===== src/rtl/colour_level_mixer.sv =====
`default_nettype none
// ============================================================================
//  Module   : colour_level_mixer
//  Purpose  : Multi-level colour mixer. Button edges step per-channel levels,
//             a brush/eraser FSM drives the packed colour and paint enable.
//             Optional LED-preview PWM outputs when COLOUR_PWM_EN is defined.
//  Revision : 1.0  initial release
// ============================================================================
module colour_level_mixer #(
    parameter int NUM_CH  = 3,
    parameter int CH_BITS = 2,
    parameter int WRAP    = 1
) (
    input  logic                        clk,
    input  logic                        rst,
    input  logic [NUM_CH-1:0]           ch_btn,
    input  logic                        clr_btn,
    input  logic                        brush_mode,
    output logic [NUM_CH*CH_BITS-1:0]   colour_out,
    output logic                        paint_enable,
    output logic                        colour_chg,
    output logic [1:0]                  mode_state
`ifdef COLOUR_PWM_EN
    ,
    output logic [NUM_CH-1:0]           pwm_out
`endif
);

    localparam int                 c_W       = NUM_CH * CH_BITS;
    localparam logic [CH_BITS-1:0] c_LVL_MAX = '1;

    typedef enum logic [1:0] {
        c_ST_MOVE  = 2'b00,
        c_ST_PAINT = 2'b01,
        c_ST_ERASE = 2'b10
    } state_t;

    logic [NUM_CH-1:0] r_btn_q;
    logic              r_clr_q;
    logic [c_W-1:0]    r_lvl;
    state_t            r_state;
    logic [c_W-1:0]    r_colour_out;
    logic              r_paint_enable;
    logic              r_colour_chg;

    logic [NUM_CH-1:0] w_step;
    logic              w_clr_edge;
    logic [c_W-1:0]    w_lvl_nxt;
    state_t            w_state_nxt;
    logic [c_W-1:0]    w_colour_nxt;
    logic              w_paint_nxt;

    assign w_step     = ch_btn & ~r_btn_q;
    assign w_clr_edge = clr_btn & ~r_clr_q;

    // Clear wins over any step arriving in the same cycle
    for (genvar c = 0; c < NUM_CH; c++) begin : g_ch
        logic [CH_BITS-1:0] w_cur;
        logic [CH_BITS-1:0] w_inc;

        assign w_cur = r_lvl[c*CH_BITS +: CH_BITS];

        if (WRAP != 0) begin : g_wrap
            assign w_inc = w_cur + 1'b1;
        end else begin : g_sat
            assign w_inc = (w_cur == c_LVL_MAX) ? w_cur : w_cur + 1'b1;
        end

        assign w_lvl_nxt[c*CH_BITS +: CH_BITS] =
            w_clr_edge ? '0 : (w_step[c] ? w_inc : w_cur);
    end

    // Mode follows the already-updated levels, so outputs trail a step by one cycle
    always_comb begin
        w_state_nxt  = c_ST_MOVE;
        w_colour_nxt = '0;
        w_paint_nxt  = 1'b0;
        if (!brush_mode) begin
            w_state_nxt = c_ST_ERASE;
        end else if (|r_lvl) begin
            w_state_nxt = c_ST_PAINT;
        end
        case (w_state_nxt)
            c_ST_PAINT: begin
                w_colour_nxt = r_lvl;
                w_paint_nxt  = 1'b1;
            end
            c_ST_ERASE: begin
                w_paint_nxt  = 1'b1;
            end
            default: begin
                w_colour_nxt = r_lvl;
            end
        endcase
    end

    always_ff @(posedge clk) begin
        if (rst) begin
            r_btn_q        <= '0;
            r_clr_q        <= 1'b0;
            r_lvl          <= '0;
            r_state        <= c_ST_MOVE;
            r_colour_out   <= '0;
            r_paint_enable <= 1'b0;
            r_colour_chg   <= 1'b0;
        end else begin
            r_btn_q        <= ch_btn;
            r_clr_q        <= clr_btn;
            r_lvl          <= w_lvl_nxt;
            r_state        <= w_state_nxt;
            r_colour_out   <= w_colour_nxt;
            r_paint_enable <= w_paint_nxt;
            r_colour_chg   <= (w_colour_nxt != r_colour_out);
        end
    end

    assign colour_out   = r_colour_out;
    assign paint_enable = r_paint_enable;
    assign colour_chg   = r_colour_chg;
    assign mode_state   = r_state;

`ifdef COLOUR_PWM_EN
    logic [CH_BITS-1:0] r_pwm_cnt;
    logic [NUM_CH-1:0]  r_pwm_out;

    // Compare against the displayed colour so ERASE and MOVE give zero duty
    always_ff @(posedge clk) begin
        if (rst) begin
            r_pwm_cnt <= '0;
            r_pwm_out <= '0;
        end else begin
            r_pwm_cnt <= r_pwm_cnt + 1'b1;
            for (int c = 0; c < NUM_CH; c++) begin
                r_pwm_out[c] <= (r_pwm_cnt < r_colour_out[c*CH_BITS +: CH_BITS]);
            end
        end
    end

    assign pwm_out = r_pwm_out;
`endif

endmodule
`default_nettype wire

===== config.mk =====
export PLATFORM = sky130hd
export DESIGN_NAME = colour_level_mixer
export DESIGN_NICKNAME = d
export VERILOG_FILES = /design/src/rtl/colour_level_mixer.sv
export SDC_FILE = /design/constraint.sdc
export NUM_CORES = 1
export LEC_CHECK = 0
export BUFFER_PORTS_ARGS = -buffer_cell sky130_fd_sc_hd__buf_2
export CAP_MARGIN = 10
export CORE_UTILIZATION = 45
export DETAILED_ROUTE_END_ITERATION = 16
export PLACE_DENSITY = 0.76
export SLEW_MARGIN = 20
export SYNTH_ARGS = -nofsm -noshare
export SYNTH_HDL_FRONTEND = slang
export SYNTH_SLANG_ARGS = --single-unit

===== constraint.sdc =====
create_clock -name clk -period 1.5 [get_ports clk]
set_input_delay 0.3 -clock clk [delete_from_list [all_inputs] [get_ports clk]]
set_output_delay 0.3 -clock clk [all_outputs]
set_load 0.005 [all_outputs]

==> results.md <==
| Stage | Result | Value |
|:---|:---|:---|
| status | Run status | finished, final reports clean |
| die | Top-level port count | 17 |
| logic synthesis | Mean post-synth cell area | 8.972 µm² |
| sta | Actual slew at the worst max-slew pin | 0.2520 ns |
| setup path | Data arrival, critical path | 0.84 ns |
| sta | Endpoints failing hold | 0 |
| sta | Setup clock skew after layout | 0.003640 ns |
| job | Maximum capacitance violations | 0 |
| power and ir drop | P per Cell Area | 1072 mW/mm² |
| logic synthesis | Synthesis warning total | 0 |
| sta | Setup repair after global routing missed its margin | false |
| clocking | Clock sinks | 20 |
| logic synthesis | Cell area after synthesis | 789.5 µm² |
| clocking | Clock buffer depth | 2 |
| sta | Min setup slack post-route | 0.3572 ns |
| logic synthesis | Synth Net Count | 98 |
| clocking | CTS buffer count | 3 |
| clocking | Number of buffers inserted by hold repair at cts | 0 |
| sta | Final sum of negative setup slack | 0 ns |
| power and ir drop | VDD IR max | 0.0006685 V |
| die | Y dimension of the die | 43.89 µm |
| logic synthesis | Portion of the post-synthesis area used by sequential elements | 50.71% |
| logic synthesis | Count of different cell masters after synthesis | 21 |
| clocking | Buffer cell driving the clock tree root | sky130_fd_sc_hd__clkbuf_4 |
| sta | Number of failing setup endpoints in the final timing report | 0 |
| final layout | Diode insertion count for antenna repair | 0 |
| detailed routing | Detailed-routing iteration count for the pre-antenna-repair pass | 6 |
| final layout | Fill cell count | 155 |
| setup path | Slowest stage delay, CP | 0.41 ns |
| die | Die Area | 0.001926 mm² |
| setup path | Worst path slowest cell | sky130_fd_sc_hd__dfxtp_1 |
| die | Die boundary width | 43.89 µm |
| global routing | Number of global-route vias before repair | 516 |
| logic synthesis | Synthesis-stage register bit count | 20 |
| final layout | Util after Layout | 57.94% |
| final layout | Total area of multi-input combinational cells | 346.6 µm² |
| setup path | Crit path cell chain | buf_2 |
| final layout | Syn-to-layout area delta | 15.69% |
| clocking | TritonCTS clock tree | yes |
| setup path | Setup crit start kind | flop |
| setup path | CP Capture Type | primary output |
| final layout | Most common cell after layout, fill and taps aside | sky130_fd_sc_hd__dfxtp_1 |
| clocking | Number of gates resized after cts | 0 |
| clocking | Worst-path clk slew | 0.11 ns |
| final layout | Storage cell area | 400.4 µm² |
| placement | Worst slack at placement | 0.3918 ns |
| detailed routing | Vias | 636 |
| placement | Routability congestion estimate | 0.8268 |
| setup path | Cell family contributing the most delay on the critical path | flip-flops |
| global routing | Initial antenna violation count | 0 |
| placement | Detailed placer's ending HPWL | 1.007 mm |
| final layout | Proportion of layout cells with a drive suffix above 1 | 18.87% |
| global routing | Largest net degree at the start of global routing | 12 |
| global routing | All-layer global routing usage | 15.50% |
| detailed routing | Vias/cell | 5.213 |
| power and ir drop | Leakage | 0.3936 nW |
| placement | Number of buffers inserted by port buffering | 16 |
| die | Number of rows created at floorplan | 14 |
| sta | Highest clock frequency the design can meet | 0.8751 GHz |
| die | Core Box Area | 0.001577 mm² |
| sta | Post-layout min period | 1.143 ns |
| logic synthesis | Post-synth top area share | 50.71% |
| logic synthesis | Number of cells produced by synthesis | 88 |
| global routing | First-pass GRT wire length | 2.132 mm |
| setup path | Setup CP Type | reg2out |
| die | Starting density of the core | 50.08% |
| sta | Count of pins over their slew limit | 0 |
| setup path | Required time reported for the critical path endpoint | 1.20 ns |
| hold path | Worst min path class | in2reg |
| detailed routing | Number of routed nets with antenna violations | 0 |
| clocking | Depth of the CTS H-tree | 1 |
| clocking | Post-CTS Repair Setup Buffers | 0 |
| clocking | Clk Latency, worst-skew pair | 0.30 ns |
| logic synthesis | Yosys top cell by area | sky130_fd_sc_hd__dfxtp_1 |
| sta | Max-slew headroom | 83.17% |
| detailed routing | Routed length per placed instance | 11.16 µm |
| detailed routing | Routed Wire Length | 1.361 mm |
| detailed routing | Final routed DRC violation total | 0 |
| detailed routing | Starting DRT DRC Count | 8 |
| setup path | Peak fanout along the critical path | 4 |
| logic synthesis | Top cells by area, synth | sky130_fd_sc_hd__dfxtp_1 (51%), sky130_fd_sc_hd__nor2_1 (9.0%), sky130_fd_sc_hd__nor2b_1 (6.3%), sky130_fd_sc_hd__ha_1 (4.8%), sky130_fd_sc_hd__inv_1 (3.8%) |
| final layout | Most used cells in the layout excluding fill and tap cells | sky130_fd_sc_hd__dfxtp_1 (20), sky130_fd_sc_hd__nor2_1 (19), sky130_fd_sc_hd__buf_2 (16) |
| global routing | Remaining global-route overflow | 0 |
| setup path | Crit path buf inv count | 1 |
| sta | Final Cycle Share | 76.19% |
| final layout | Layout Nets | 117 |
[final timing paths]
check,startpoint,endpoint,slack [ns],cells after the start
setup / recovery,colour_out[1],colour_out[1],0.36,1
setup reg to reg,colour_out[1],colour_chg,0.37,4
hold / removal,ch_btn[1],r_btn_q[1],0.22,2
hold reg to reg,r_lvl[5],colour_out[5],0.53,2
[stage by stage]
| step | hold WS (ns) | cell area (µm²) | std cells | power (W) |
|---|---|---|---|---|
| after detailed placement | 0.5114 | 877.1 | 118 | 0.0006790 |
| after global routing | 0.2217 | 913.4 | 122 | 0.001016 |
| after global placement | 0.5109 | 877.1 | 118 | 0.0006762 |
| final | 0.2151 | 913.4 | 122 | 0.0009788 |
| after floorplan | 0.4282 | 789.5 | 88 | 0.0006482 |
| after CTS | 0.2124 | 913.4 | 122 | 0.0009856 |
[final cells by class]
type	instances	area share [%]
multi-input cells	58	37.95
flip-flops and latches	20	43.84
clock buffers	4	3.973
well taps	16	2.192
repair buffers	16	8.767
inverters	8	3.288
[power by group]
group	total (W)	switching (W)	leakage, nW	internal, W
registers	0.000571	0.0000151	0.164	0.000556
clock network	0.000312	0.000164	0.0210	0.000148
logic	0.0000966	0.0000509	0.209	0.0000457
total	0.000979	0.000230	0.394	0.000749
[metal layers]
layer  share of wire (%)  GRT usage, %  wire [µm]  vias up
met5                   0             0          0        -
met4                 3.1         12.73         42        0
met1                  47         18.68        635      275
li1                    -             -          -      328
met3                 5.7         2.500         77        6
met2                  44         24.18        605       27
[Yosys cell counts]
| cell | instances |
|---|---|
| sky130_fd_sc_hd__a221o_1 | 1 |
| sky130_fd_sc_hd__xor2_1 | 3 |
| sky130_fd_sc_hd__dfxtp_1 | 20 |
| sky130_fd_sc_hd__nand2_1 | 1 |
| sky130_fd_sc_hd__nor2b_1 | 8 |
| sky130_fd_sc_hd__o221ai_1 | 2 |
| sky130_fd_sc_hd__nand3b_1 | 1 |
| sky130_fd_sc_hd__o21ai_0 | 3 |
| sky130_fd_sc_hd__a21o_1 | 1 |
| sky130_fd_sc_hd__a31oi_1 | 1 |
| sky130_fd_sc_hd__o22ai_1 | 1 |
| sky130_fd_sc_hd__inv_1 | 8 |
| sky130_fd_sc_hd__nor2_1 | 19 |
| sky130_fd_sc_hd__buf_2 | 1 |
| sky130_fd_sc_hd__a21oi_1 | 5 |
| sky130_fd_sc_hd__buf_4 | 1 |
| sky130_fd_sc_hd__a41oi_1 | 1 |
| sky130_fd_sc_hd__nand3_1 | 3 |
| sky130_fd_sc_hd__xnor2_1 | 3 |
| sky130_fd_sc_hd__ha_1 | 3 |
| sky130_fd_sc_hd__nand4_1 | 2 |
[state kept, by name (all words and copies together), names as in the netlist]
register	flops
colour_chg	1
mode_state	2
colour_out	6
r_clr_q	1
paint_enable	1
r_btn_q	3
r_lvl	6
[cells by family (layout without fill, tap and decap cells)]
kind of cell | count (synthesis) | in the layout | share of synthesized area, %
buf+inv | 10 | 28 | 5.388
fa+ha+maj | 3 | 3 | 4.755
xor+xnor | 6 | 6 | 6.657
flops | 20 | 20 | 50.71
compound gates | 15 | 15 | 12.20
simple gates | 34 | 34 | 20.28
No activity file was read; power rests on OpenSTA's default activity.
